<file path="src/rtl/handshake_receiver.sv">
// Receive side of the valid/ready byte stream: buffers accepted beats in a FWFT FIFO,
// checks the incrementing payload sequence and keeps saturating beat/error statistics.
module handshake_receiver #(
   parameter int DATA_W     = 8,
   parameter int FIFO_DEPTH = 4,
   parameter int CNT_W      = 16
) (
   input  logic              clk,
   input  logic              reset_n,
   input  logic              random_ready,
   input  logic              valid_i,
   input  logic [DATA_W-1:0] data_i,
   output logic              ready_o,
   input  logic              drain_en,
   output logic              out_valid,
   output logic [DATA_W-1:0] out_data,
   output logic [DATA_W-1:0] expected_o,
   output logic [CNT_W-1:0]  beat_cnt,
   output logic [CNT_W-1:0]  err_cnt,
   output logic              err_flag
);

   localparam int PTR_W   = (FIFO_DEPTH > 1) ? $clog2(FIFO_DEPTH) : 1;
   localparam int OCC_W   = $clog2(FIFO_DEPTH + 1);
   localparam logic [OCC_W-1:0] DEPTH_C = OCC_W'(FIFO_DEPTH);

   logic [DATA_W-1:0] mem_q [FIFO_DEPTH];
   logic [DATA_W-1:0] mem_d [FIFO_DEPTH];
   logic [PTR_W-1:0]  wr_ptr_q, wr_ptr_d;
   logic [PTR_W-1:0]  rd_ptr_q, rd_ptr_d;
   logic [OCC_W-1:0]  count_q, count_d;
   logic              ready_q, ready_d;
   logic [DATA_W-1:0] expected_q, expected_d;
   logic [CNT_W-1:0]  beat_cnt_q, beat_cnt_d;
   logic [CNT_W-1:0]  err_cnt_q, err_cnt_d;
   logic              err_flag_q, err_flag_d;
   logic              push, pop;

   always_comb begin
      push       = valid_i & ready_q;
      pop        = drain_en & (count_q != '0);
      mem_d      = mem_q;
      wr_ptr_d   = wr_ptr_q;
      rd_ptr_d   = rd_ptr_q;
      expected_d = expected_q;
      beat_cnt_d = beat_cnt_q;
      err_cnt_d  = err_cnt_q;
      err_flag_d = err_flag_q;

      // Pointers wrap naturally because FIFO_DEPTH is a power of two
      if (push) begin
         mem_d[wr_ptr_q] = data_i;
         wr_ptr_d        = wr_ptr_q + PTR_W'(1);
      end
      if (pop) begin
         rd_ptr_d = rd_ptr_q + PTR_W'(1);
      end
      count_d = count_q + OCC_W'(push) - OCC_W'(pop);

      // Ready looks at next occupancy so a push can never land on a full FIFO
      ready_d = random_ready & (count_d < DEPTH_C);

      if (push) begin
         if (beat_cnt_q != '1) begin
            beat_cnt_d = beat_cnt_q + CNT_W'(1);
         end
         if (data_i == expected_q) begin
            expected_d = expected_q + DATA_W'(1);
         end else begin
            expected_d = data_i + DATA_W'(1);
            err_flag_d = 1'b1;
            if (err_cnt_q != '1) begin
               err_cnt_d = err_cnt_q + CNT_W'(1);
            end
         end
      end
   end

   always_ff @(posedge clk or negedge reset_n) begin
      if (!reset_n) begin
         mem_q      <= '{default: '0};
         wr_ptr_q   <= '0;
         rd_ptr_q   <= '0;
         count_q    <= '0;
         ready_q    <= 1'b0;
         expected_q <= DATA_W'(1);
         beat_cnt_q <= '0;
         err_cnt_q  <= '0;
         err_flag_q <= 1'b0;
      end else begin
         mem_q      <= mem_d;
         wr_ptr_q   <= wr_ptr_d;
         rd_ptr_q   <= rd_ptr_d;
         count_q    <= count_d;
         ready_q    <= ready_d;
         expected_q <= expected_d;
         beat_cnt_q <= beat_cnt_d;
         err_cnt_q  <= err_cnt_d;
         err_flag_q <= err_flag_d;
      end
   end

   assign ready_o    = ready_q;
   assign out_valid  = (count_q != '0);
   assign out_data   = mem_q[rd_ptr_q];
   assign expected_o = expected_q;
   assign beat_cnt   = beat_cnt_q;
   assign err_cnt    = err_cnt_q;
   assign err_flag   = err_flag_q;

endmodule

</file>
<file path="config.mk">
export PLATFORM = sky130hd
export DESIGN_NAME = handshake_receiver
export DESIGN_NICKNAME = d
export VERILOG_FILES = /design/src/rtl/handshake_receiver.sv
export SDC_FILE = /design/constraint.sdc
export NUM_CORES = 1
export LEC_CHECK = 0
export CAP_MARGIN = 20
export CORE_MARGIN = 2
export CORE_UTILIZATION = 31
export DETAILED_ROUTE_END_ITERATION = 10
export PLACE_DENSITY_LB_ADDON = 0.08
export SYNTH_ARGS = -nofsm -noshare
export SYNTH_HDL_FRONTEND = slang
export SYNTH_SLANG_ARGS = --single-unit
</file>
<file path="constraint.sdc">
create_clock -name clk -period 3.1 [get_ports clk]
set_input_delay 0.62 -clock clk [delete_from_list [all_inputs] [get_ports clk]]
set_output_delay 0.62 -clock clk [all_outputs]
set_load 0.01 [all_outputs]
</file>
==> summary.md, run 1 <==
| Metric | Value |
|---|---|
| Crit-path cells | `buf_4 -> mux4_2 -> clkdlybuf4s50_1` |
| P_leak | `2.111 nW` |
| H-tree depth | `3` |
| Largest net degree at the start of global routing | `82` |
| Setup TNS | `0 ns` |
| Number of diodes | `0` |
| Met1 Usage GRT | `0.1781` |
| Worst Path Required | `2.48 ns` |
| GR Util met3 | `0.02772` |
| Share of the synthesized area in the top cell type | `0.5198` |
| Crit path max fanout | `9` |
| GR peak layer | `met2` |
| Clk Latency, worst-skew pair | `0.34 ns` |
| Routed vias/inst | `4.596` |
| Max-slew headroom | `0.5858` |
| All-Layer GR Usage | `0.1334` |
| CTS Buffer Depth | `2` |
| Die ar. | `13330 sq um` |
| Chip Width | `115.5 um` |
| Initial core utilization | `0.3193` |
| Initial drt markers | `92` |
| Final period utilization | `0.8393` |
| Port buffer count | `63` |
| Max IR drop VDD | `0.4147 mV` |
| CTS buffer count | `9` |
| Nets | `395` |
| CTS sink count | `81` |
| Worst path slowest cell | `mux4_2` |
| Wire length per cell | `15.24 um` |
| RePlAce Congestion | `0.7101` |
| Util after Layout | `0.4127` |
| Arrival time worst endpoint | `1.98 ns` |
| Worst Clk Skew | `0.007014 ns` |
| Total congestion overflow | `0` |
| Drt first pass iters | `4` |
| Status | `complete, no violations` |
| Slowest stage delay, CP | `0.54 ns` |
| Cell Area, Synth | `3851 sq um` |
| Net Count, Synth | `327` |
| Antenna Violating Nets Remaining | `0` |
| Fraction of layout cells with a size suffix above 1 | `0.2016` |
| Post-synthesis register bit count | `81` |
| Register area | `2028 sq um` |
| Reg2Reg Launch Point | `count_q[1]$_DFF_PN0_` |
| Die Y | `115.5 um` |
| Vias | `2505` |
| Synth area leaders | `dfrtp_1 52%, mux2_2 10%, xnor2_1 6.1%` |
| EDFF count, synth | `0` |
| Slew Viols, Final | `0` |
| Root buffer cell | `clkbuf_16` |
| Maximum clock frequency | `0.3843 GHz` |
| Layout Cells excl Fill | `545` |
| Commonest non-fill, non-tap cell in the layout | `dfrtp_1` |
| Antenna violations before repair | `0` |
| First-pass GRT wire length | `13300 um` |
| Pwr per Cell Area | `855.9 nW/um^2` |
| Met2 Track Usage GR | `0.2047` |
| Max cap viols | `0` |
| Worst Tran Pin Value | `0.6195 ns` |
| Post-CTS setup buffers | `0` |
| Clock-pin slew on the worst setup and hold paths | `0.06 ns` |
| Setup WS pre-CTS | `0.3968 ns` |
| Mean post-synth cell area | `12.67 sq um` |
| HPWL Detailed | `5617 um` |
| Multi-input gate area | `1713 sq um` |
| I/O pins | `64` |
| Post-layout instance area | `4977 sq um` |
| Synth warn | `0` |
| Area grow syn2layout | `29.24%` |
| Setup Viol. Count Final | `0` |
| Final wirelength | `8307 um` |
| CP Capture Type | `primary output` |
| Core Area | `12060 sq um` |
| Hold WC Path Type | `primary input to asynchronous set/reset pin` |
| Post-cts hold buffer count | `0` |
| Dpl cells | `528` |
| RSZ-0062 raised after global routing | `no` |
| Dominant cell type by area after synthesis | `dfrtp_1` |
| Final hold violations | `0` |
| Fillers | `1160` |
| WS Path Type | `flop to primary output` |
| # resized after CTS | `0` |
| TritonCTS clock tree | `built` |
| Remaining DRCs | `0` |
| Asr flop ratio synth | `1.000` |
| Vias in the first global route | `2470` |
| Netlist cell types | `39` |
| Fin crit period | `2.602 ns` |
| Ys flop type | `dfrtp_1` |
| Setup ws final | `0.4981 ns` |
| FP Rows | `40` |
| Placement Cell Area | `4673 sq um` |
| Sequential element share of the synthesized area | `0.5266` |
| Element type at the critical path start | `flop` |
| Most frequent cells in the layout | `80 x dfrtp_1, 62 x clkdlybuf4s50_1, 35 x mux2_2, 27 x xnor2_1, 22 x nand3_1` |
| Worst setup path startpoint | `rd_ptr_q[0]$_DFFE_PN0P_` |
| Syn Inst Count | `304` |
==> logic make-up after synthesis <==
family                     synth area share
AOI/OAI and AO/OA                   0.03054
muxes                                0.1550
adders and majority gates           0.03444
buffers and inverters               0.02859
DFF                                  0.5266
and+or+nand+nor                      0.1179
xor gates and xnor gates             0.1069
==> synth_stat cells (2+ instances only) <==
library cell,count
mux2_2,35
nor2_1,10
xnor2_1,27
inv_1,7
mux4_2,8
nand2_1,17
clkbuf_1,3
and4_1,2
o21ai_0,8
xor2_1,20
nand3_1,22
buf_2,10
ha_1,9
nor4_1,2
nand4_1,11
and2_1,2
and3_1,9
mux2_1,2
dfrtp_1,80
==> power breakdown <==
part           switching [mW]  internal [mW]  leakage [nW]
registers               0.305           1.44          1.02
clock network           0.413          0.586         0.133
logic                   0.591          0.929         0.957
==> state kept, by name, summed over array words and instances (netlist names) <==
name and flops:
rd_ptr_q 2, beat_cnt 16, err_cnt 16, expected_o 8, wr_ptr_q 2, ready_o 1
err_flag 1, count_q 3, mem_q 32
==> per-stage QoR <==
| stage | power [mW] | hold slack (ns) |
|---|---|---|
| detailed placement | 3.298 | 0.4853 |
| global route | 4.537 | 0.2724 |
| floorplan | 2.591 | 0.3244 |
| global placement | 3.291 | 0.4785 |
| CTS | 4.330 | 0.4936 |
| finish | 4.260 | 0.2409 |
==> routing by layer <==
layer,vias to the layer above,share of wire,routed length [um]
li1,1199,-,-
met1,1234,0.47,3881
met2,63,0.47,3938
met3,9,0.042,353
met4,0,0.016,134
met5,-,0,0
==> critical path: cells and delay by family, from the launching register on <==
| kind | cells | cell delay, ns |
|---|---|---|
| mux | 1 | 0.54 |
| flops | 1 | 0.37 |
| buf+inv | 2 | 0.74 |
==> final cells by class <==
type | count | area share
multi-input cells | 200 | 0.3441
flip-flops and latches | 81 | 0.4075
clock inverters | 2 | 0.002514
well taps | 168 | 0.04223
clock buffers | 14 | 0.05304
inverters | 7 | 0.005279
repair buffers | 73 | 0.1453
==> worst paths after layout <==
check,to,slack [ns],cells past startpoint
worst max-delay path,out_data[1],0.50,3
worst min-delay path,beat_cnt[15]$_DFFE_PN0P_,0.24,1
worst max register to register,ready_o$_DFF_PN0_,0.72,10
worst min register to register,beat_cnt[15]$_DFFE_PN0P_,0.49,1
max in group asynchronous,expected_o[0]$_DFFE_PN1P_,2.21,2
min in group clk,beat_cnt[15]$_DFFE_PN0P_,0.49,1
Power figures use the tool's default switching activity.
==> run 2, diff against run 1 <==
==> constraint.sdc (replaced) <==
create_clock -name clk -period 2.5 [get_ports clk]
set_input_delay 0.5 -clock clk [delete_from_list [all_inputs] [get_ports clk]]
set_output_delay 0.5 -clock clk [all_outputs]
set_load 0.01 [all_outputs]
==> run 2 against run 1 <==
- highest routed layer unchanged
- critical path depth is 1 lower
- largest cell class unchanged
- first-iteration DRC count is 9.8% higher
- core utilization is 1.0 points higher
- critical path type unchanged
- hold slack worse by 0.096 ns
- die area stayed put
==> summary.md, run 2 (same netlist as run 1, synthesis figures left out) <==
| Metric | Value |
|---|---|
| Status | `complete, no violations (unchanged)` |
| FP Rows | `40 (unchanged)` |
| CTS sink count | `81 (unchanged)` |
| CP Capture Type | `primary output (unchanged)` |
| Vias in the first global route | `2610 (was 2470)` |
| Pwr per Cell Area | `1058 nW/um^2 (was 855.9 nW/um^2)` |
| Post-cts hold buffer count | `0 (unchanged)` |
| All-Layer GR Usage | `0.1396 (was 0.1334)` |
| Worst Tran Pin Value | `0.5434 ns (was 0.6195 ns)` |
| Max reg flops | `32 (unchanged)` |
| HPWL Detailed | `6055 um (was 5617 um)` |
| Slew Viols, Final | `0 (unchanged)` |
| Core Area | `12060 sq um (unchanged)` |
| Post-CTS setup buffers | `0 (unchanged)` |
| Area grow syn2layout | `32.36% (was 29.24%)` |
| Routed vias/inst | `4.597 (was 4.596)` |
| Util after Layout | `0.4226 (was 0.4127)` |
| Initial drt markers | `101 (was 92)` |
| CTS Buffer Depth | `2 (unchanged)` |
| Largest Register | `mem_q (unchanged)` |
| Max-slew headroom | `0.6377 (was 0.5858)` |
| Register area | `2028 sq um (unchanged)` |
| Layout Cells excl Fill | `559 (was 545)` |
| Maximum clock frequency | `0.4172 GHz` |
| Multi-input gate area | `1723 sq um (was 1713 sq um)` |
| Chip Width | `115.5 um (unchanged)` |
| Total power | `5.393 mW (was 4.260 mW)` |
| Port buffer count | `63 (unchanged)` |
| Remaining DRCs | `0 (unchanged)` |
| Antenna Violating Nets Remaining | `0 (unchanged)` |
| TritonCTS clock tree | `built (unchanged)` |
| Reg2Reg Launch Point | `count_q[1]$_DFF_PN0_ (unchanged)` |
| CTS buffer count | `9 (unchanged)` |
| RePlAce Congestion | `0.7305 (was 0.7101)` |
| Setup TNS | `0 ns (unchanged)` |
| P_leak | `2.193 nW (was 2.111 nW)` |
| H-tree depth | `3 (unchanged)` |
| Hold WS | `0.1452 ns (was 0.2409 ns)` |
| R2R cell count | `10 (unchanged)` |
| Worst r2r dst | `ready_o$_DFF_PN0_ (unchanged)` |
| Max IR drop VDD | `0.4827 mV (was 0.4147 mV)` |
| Arrival time worst endpoint | `1.90 ns (was 1.98 ns)` |
| Max cap viols | `0 (unchanged)` |
| Initial core utilization | `0.3193 (unchanged)` |
| Number of diodes | `0 (unchanged)` |
| Total congestion overflow | `0 (unchanged)` |
| Element type at the critical path start | `flop (unchanged)` |
| Commonest non-fill, non-tap cell in the layout | `dfrtp_1 (unchanged)` |
| Final period utilization | `0.9587` |
| Fin crit period | `2.397 ns` |
| Vias | `2570 (was 2505)` |
| Largest net degree at the start of global routing | `43 (was 82)` |
| Fraction of layout cells with a size suffix above 1 | `0.2430 (was 0.2016)` |
| WS Path Type | `flop to primary output (unchanged)` |
| Wire length per cell | `15.34 um (was 15.24 um)` |
| Fillers | `1159 (was 1160)` |
| Die ar. | `13330 sq um (unchanged)` |
| Worst Path Required | `2.00 ns (was 2.48 ns)` |
| Die Y | `115.5 um (unchanged)` |
| RSZ-0062 raised after global routing | `no (unchanged)` |
| Antenna violations before repair | `0 (unchanged)` |
| Root buffer cell | `clkbuf_16 (unchanged)` |
| Hold WC Path Type | `primary input to asynchronous set/reset pin (unchanged)` |
| Final hold violations | `0 (unchanged)` |
| Setup Viol. Count Final | `0 (unchanged)` |
| Drt first pass iters | `4 (unchanged)` |
| First-pass GRT wire length | `13810 um (was 13300 um)` |
| Clock-pin slew on the worst setup and hold paths | `0.06 ns (about the same)` |
| Reg2Reg Setup Slack | `0.13 ns (was 0.72 ns)` |
| Nets | `410 (was 395)` |
| Dpl cells | `544 (was 528)` |
| Most frequent cells in the layout | `80 x dfrtp_1, 62 x clkdlybuf4s50_1, 35 x mux2_2, 26 x xnor2_1, 25 x buf_4 (was 80 x dfrtp_1, 62 x clkdlybuf4s50_1, 35 x mux2_2, 27 x xnor2_1, 22 x nand3_1)` |
| I/O pins | `64 (unchanged)` |
| Clk Latency, worst-skew pair | `0.33 ns (was 0.34 ns)` |
| Final wirelength | `8573 um (was 8307 um)` |
| Crit path max fanout | `9 (unchanged)` |
| Worst Clk Skew | `0.004128 ns (was 0.007014 ns)` |
==> run 2: cell types whose count changed in the layout (fill, tap and decap cells not counted), sizes merged <==
cell,before,now
buf,11,26
clkbuf,14,12
clkinv,1,3
clkinvlp,1,0
==> run 2: critical path: stages, from the launching register on <==
cell	delay, ns
dfrtp_1	0.66
mux4_2	0.41
clkdlybuf4s50_1	0.50
==> run 2: worst max-delay path by stage <==
stage	start	end	slack [ns]	depth (start not counted)
final	rd_ptr_q[1]$_DFFE_PN0P_	out_data[2]	0.10	2
after global routing	count_q[1]$_DFF_PN0_	ready_o$_DFF_PN0_	0.01	10
after CTS	rd_ptr_q[1]$_DFFE_PN0P_	out_data[2]	0.05	2
after detailed placement	valid_i	ready_o$_DFF_PN0_	0.03	10
after global placement	valid_i	ready_o$_DFF_PN0_	0.06	10
after floorplan	valid_i	ready_o$_DFF_PN0_	0.04	12
==> run 2: cell type report <==
class                      count  area share
multi-input combinational    200      0.3380
inverter                       7    0.005155
tap                          168     0.04124
clock inverter                 3    0.002946
clock buffer                  12     0.05228
timing repair buffer          88      0.1625
sequential                    81      0.3979
==> run 2: metrics by stage <==
| stage | instance area (sq um) | setup slack [ns] |
|---|---|---|
| global route | 5097 | 0.01037 |
| detailed placement | 4806 | 0.02732 |
| floorplan | 3852 | 0.03764 |
| finish | 5097 | 0.1033 |
| global placement | 4806 | 0.05966 |
| CTS | 5087 | 0.04566 |
==> run 2: power by group <==
group          leakage, nW  total [mW]  internal (mW)  switching (mW)
Combinational         1.03        1.99           1.22           0.771
Clock                0.144        1.25          0.743           0.503
Sequential            1.02        2.16           1.78           0.379
Total                 2.19        5.39           3.74            1.65
==> run 2: timing repair <==
| item | 4_1_cts | 5_1_grt |
|---|---|---|
| endpoints found under the setup margin | 0 | 1 |
| resized for setup | 0 | 2 |
| endpoints found under the hold margin | 0 | 0 |
==> run 2: routing by layer <==
layer,share of wire,GRT usage,vias to the layer above
met5,0,0,-
met4,0.019,0.05703,0
met3,0.036,0.03609,12
met2,0.48,0.2156,53
met1,0.46,0.1878,1268
li1,-,-,1237
